## src/rtl/alu_nibble_serial_seq.sv

```systemverilog
// Nibble-serial sequencer for a 4-bit flag-ALU slice: runs W-bit operations one
// nibble per clock, LSB first, chaining slice carry and assembling result/flags.
module alu_nibble_serial_seq #(
  parameter int NIBBLES = 4
) (
  input  logic                   clk,
  input  logic                   rst,
  input  logic                   start,
  input  logic [2:0]             op_s,
  input  logic                   carry_in,
  input  logic [4*NIBBLES-1:0]   a_in,
  input  logic [4*NIBBLES-1:0]   b_in,
  output logic                   busy,
  output logic                   done,
  output logic [4*NIBBLES-1:0]   result,
  output logic                   carry_out,
  output logic                   zero,
  output logic                   negative,
  output logic                   overflow,
  output logic [3:0]             alu_A,
  output logic [3:0]             alu_B,
  output logic [2:0]             alu_S,
  output logic                   alu_Cn,
  input  logic [3:0]             alu_F,
  input  logic                   alu_Co,
  input  logic                   alu_Overflow
);

  localparam int W     = 4 * NIBBLES;
  localparam int IDX_W = (NIBBLES > 1) ? $clog2(NIBBLES) : 1;

  typedef enum logic [1:0] {
    IDLE,
    RUN,
    DONE
  } state_t;

  state_t             state;
  logic [W-1:0]       a_reg;
  logic [W-1:0]       b_reg;
  logic [2:0]         op_reg;
  logic               carry_reg;
  logic [IDX_W-1:0]   idx;
  logic               last;
  logic               arith;

  assign last  = (idx == IDX_W'(NIBBLES - 1));
  assign arith = (op_reg == 3'b001) || (op_reg == 3'b010) || (op_reg == 3'b011);

  // Slice inputs are a pure decode of the registered operands and nibble index.
  always_comb begin
    alu_A  = 4'h0;
    alu_B  = 4'h0;
    alu_S  = 3'b000;
    alu_Cn = 1'b0;
    if (state == RUN) begin
      alu_S  = op_reg;
      alu_Cn = carry_reg;
      for (int n = 0; n < NIBBLES; n++) begin
        if (idx == IDX_W'(n)) begin
          alu_A = a_reg[4*n +: 4];
          alu_B = b_reg[4*n +: 4];
        end
      end
    end
  end

  always_ff @(posedge clk) begin
    if (rst) begin
      state     <= IDLE;
      a_reg     <= '0;
      b_reg     <= '0;
      op_reg    <= 3'b000;
      carry_reg <= 1'b0;
      idx       <= '0;
      busy      <= 1'b0;
      done      <= 1'b0;
      result    <= '0;
      carry_out <= 1'b0;
      zero      <= 1'b0;
      negative  <= 1'b0;
      overflow  <= 1'b0;
    end else begin
      case (state)
        IDLE: begin
          if (start) begin
            a_reg     <= a_in;
            b_reg     <= b_in;
            op_reg    <= op_s;
            carry_reg <= carry_in;
            idx       <= '0;
            busy      <= 1'b1;
            result    <= '0;
            carry_out <= 1'b0;
            zero      <= 1'b0;
            negative  <= 1'b0;
            overflow  <= 1'b0;
            state     <= RUN;
          end
        end
        RUN: begin
          for (int n = 0; n < NIBBLES; n++) begin
            if (idx == IDX_W'(n)) begin
              result[4*n +: 4] <= alu_F;
            end
          end
          carry_reg <= alu_Co;
          if (last) begin
            // Nibbles not yet written are still zero, so the whole register
            // stands in for "lower nibbles stored so far".
            carry_out <= arith & alu_Co;
            overflow  <= arith & alu_Overflow;
            negative  <= alu_F[3];
            zero      <= (result == '0) && (alu_F == 4'h0);
            done      <= 1'b1;
            state     <= DONE;
          end else begin
            idx <= idx + 1'b1;
          end
        end
        DONE: begin
          done  <= 1'b0;
          busy  <= 1'b0;
          state <= IDLE;
        end
        default: begin
          state <= IDLE;
        end
      endcase
    end
  end

endmodule

```

## config.mk

```make
export PLATFORM = sky130hd
export DESIGN_NAME = alu_nibble_serial_seq
export DESIGN_NICKNAME = d
export VERILOG_FILES = /design/src/rtl/alu_nibble_serial_seq.sv
export SDC_FILE = /design/constraint.sdc
export NUM_CORES = 1
export LEC_CHECK = 0
export ABC_AREA = 1
export BUFFER_PORTS_ARGS = -buffer_cell sky130_fd_sc_hd__buf_2
export CAP_MARGIN = 10
export CORE_UTILIZATION = 55
export DETAILED_ROUTE_END_ITERATION = 12
export PLACE_DENSITY_LB_ADDON = 0.2
export SLEW_MARGIN = 5
export SYNTH_ARGS = -nofsm -noshare
export SYNTH_HDL_FRONTEND = slang
export SYNTH_SLANG_ARGS = --single-unit
```

## constraint.sdc

```tcl
create_clock -name clk -period 2.9 [get_ports clk]
set_input_delay 0.58 -clock clk [delete_from_list [all_inputs] [get_ports clk]]
set_output_delay 0.58 -clock clk [all_outputs]
set_load 0.02 [all_outputs]
```

==> out/qor.csv <==
stage;metric;value;unit
synth;yosysMostFrequentCell;nor2_1;
drt;drtAntennaViolNets;0;
synth;synth_ff_type;dfxtp_1;
floorplanning;io_pins;79;
drt;wl;6440;µm
timing;max_freq;0.403;GHz
synth;synth-edff-count;0;
timing;slew_viol_final;0;
synth;avgSynthCellArea;7.24;µm²
synth;ys_async_sr_fraction;0;%
synth;syn_inst;374;
floorplanning;fp.dieH;72.2;µm
drt;vias;2594;
setup_path;critPathCaptureType;output pin;
final_layout;nets;493;
placed_design;port_buffers;78;
clocking;cts_setup_buffers;0;
job;maxCapViolations;0;
drt;drc;0;
final_layout;post-route-util;67.9;%
synth;yosysTopAreaCell;dfxtp_1;
floorplanning;std_cell_rows;25;
floorplanning;start_util;57.3;%
setup_path;start_kind;flip-flop;
clocking;cts_hold_buf;0;
pwr;ir_worst_vdd;324;µV
hold_path;hold_path_class;reg2reg;
final_layout;drive_gt1_share;24.3;%
timing;slew-limit-headroom;50.7;%
drt;route.met3.wl;244;µm
setup_path;critical_path_class;reg2out;
global_route;grt.total_usage;25.9;%
drt;firstDrtPassIters;4;
floorplanning;core-area;0.00472;mm²
final_layout;area_delta_synth_final;18.5;%
synth;syn_area;0.00271;mm²
run_status;status;completed;
clocking;clock-sinks;61;
clocking;clk_pin_slew;0.06;ns
synth;synth_cell_types;25;
timing;period_needed;2.48;ns
drt;drt-initial-drc-count;143;
timing;tightest_slew;0.738;ns
setup_path;crit_required;2.32;ns
final_layout;nFillCells;430;
synth;synth.ff_latch_count;61;
timing;fin_tns_setup;0;ns
setup_path;critPathMaxFanout;10;
drt;wl_met1;2970;µm
global_route;grt_pass1_vias;2362;
drt;highest_layer;met4;
drt;wl_met2;3080;µm
clocking;root_buffer;clkbuf_8;
placed_design;place.gp.congestion;0.842;
setup_path;cp.arrival;1.90;ns
synth;synth.net_count;423;
global_route;grt.overflow.total;0;
final_layout;antenna_cells;0;
floorplanning;fp.dieArea;0.00521;mm²
timing;period_share;85.6;%
global_route;antenna_found_initial;0;
global_route;grt_pass1_wl;10400;µm
clocking;htreeDepth;3;
clocking;clock_latency;0.33;ns
synth;yosysWarnings;0;
global_route;grt_max_degree;45;
synth;yosysTopAreaCellShare;45.1;%
timing;fin_worst_skew;0.00330;ns
clocking;cts_resized;0;
clocking;cts_made_buffers;9;
drt;avgViaCountPerCell;5.08;
drt;wire_per_inst;12.6;µm
placed_design;dpl.hpwl;4450;µm
pwr;power_density;574;mW/mm²
timing;rsz0062_at_grt;false;
synth;netlist_top_cells_count;nor2_1, dfxtp_1, nand2_1;
final_layout;multiInputGateArea;0.00127;mm²
final_layout;regArea;0.00122;mm²
synth;synth_area_leaders;dfxtp_1, nor2_1, nand2_1;
synth;ys_seq_area_share;45.1;%
clocking;cts_tree;done;
pwr;p_leak;1.54;nW
timing;finalHoldViolCount;0;
clocking;clk_path_buf_depth;2;
timing;setup_viol;0;
floorplanning;die_w;72.2;µm
per-layer routing:
layer / vias to the layer above / GRT usage, %
met1: 1179 / 32.1
met4: 0 / 13.1
met2: 64 / 43.9
met3: 17 / 4.03
met5: - / 0
li1: 1334 / -
worst max-delay path, cell delays in order, from the launching register on:
cell	delay, ns
dfxtp_1	0.37
inv_1	0.08
ha_1	0.30
inv_1	0.29
nand3_1	0.13
nand2_1	0.09
o211ai_1	0.08
nand2_1	0.08
buf_2	0.15
cell families after synthesis:
kind of cell    share of synthesized area, %
compound gates                          17.1
buf+inv                                 8.13
simple gates                            27.8
fa+ha+maj                               1.85
flops                                   45.1
where the power goes:
group          switching (mW)  total, mW  internal [mW]
Clock                   0.289      0.599          0.309
Sequential             0.0362      0.934          0.898
Combinational           0.202      0.310          0.108
Total                   0.527       1.84           1.32
path summary, 6_finish.rpt:
kind | cells past startpoint | slack, ns | startpoint | endpoint
max | 8 | 0.42 | idx[1] | alu_A[0]
min | 2 | 0.47 | op_reg[2] | op_reg[2]
max reg2reg | 6 | 1.18 | idx[0] | result[6]
min reg2reg | 2 | 0.47 | op_reg[2] | op_reg[2]
metrics by stage:
stage               setup WS [ns]  std cells  total power, mW  area [µm²]  hold slack [ns]
floorplan                    1.05        374             1.17        2710            0.444
global placement            0.847        500             1.25        3070            0.453
detailed placement          0.774        500             1.26        3070            0.460
CTS                         0.423        511             1.85        3210            0.470
global route                0.240        511             1.92        3210            0.487
finish                      0.419        511             1.84        3210            0.470
layout by cell type (no fill, tap or decap), drive strengths merged:
cell / instances
inv: 25
nor2: 102
buf: 79
o21ai: 47
a31oi: 1
ha: 4
o211ai: 8
clkbuf: 11
o22ai: 1
nand2: 63
a21oi: 29
nand3: 12
clkinv: 1
dfxtp: 61
final cells by class:
| cell class | instances | share of cell area (%) |
|---|---|---|
| clock buffer | 11 | 4.41 |
| inverter | 26 | 3.08 |
| sequential | 61 | 38.1 |
| tap | 67 | 2.61 |
| multi-input combinational | 267 | 39.5 |
| timing repair buffer | 79 | 12.4 |
Note: power is estimated with default switching activity, not from simulation.
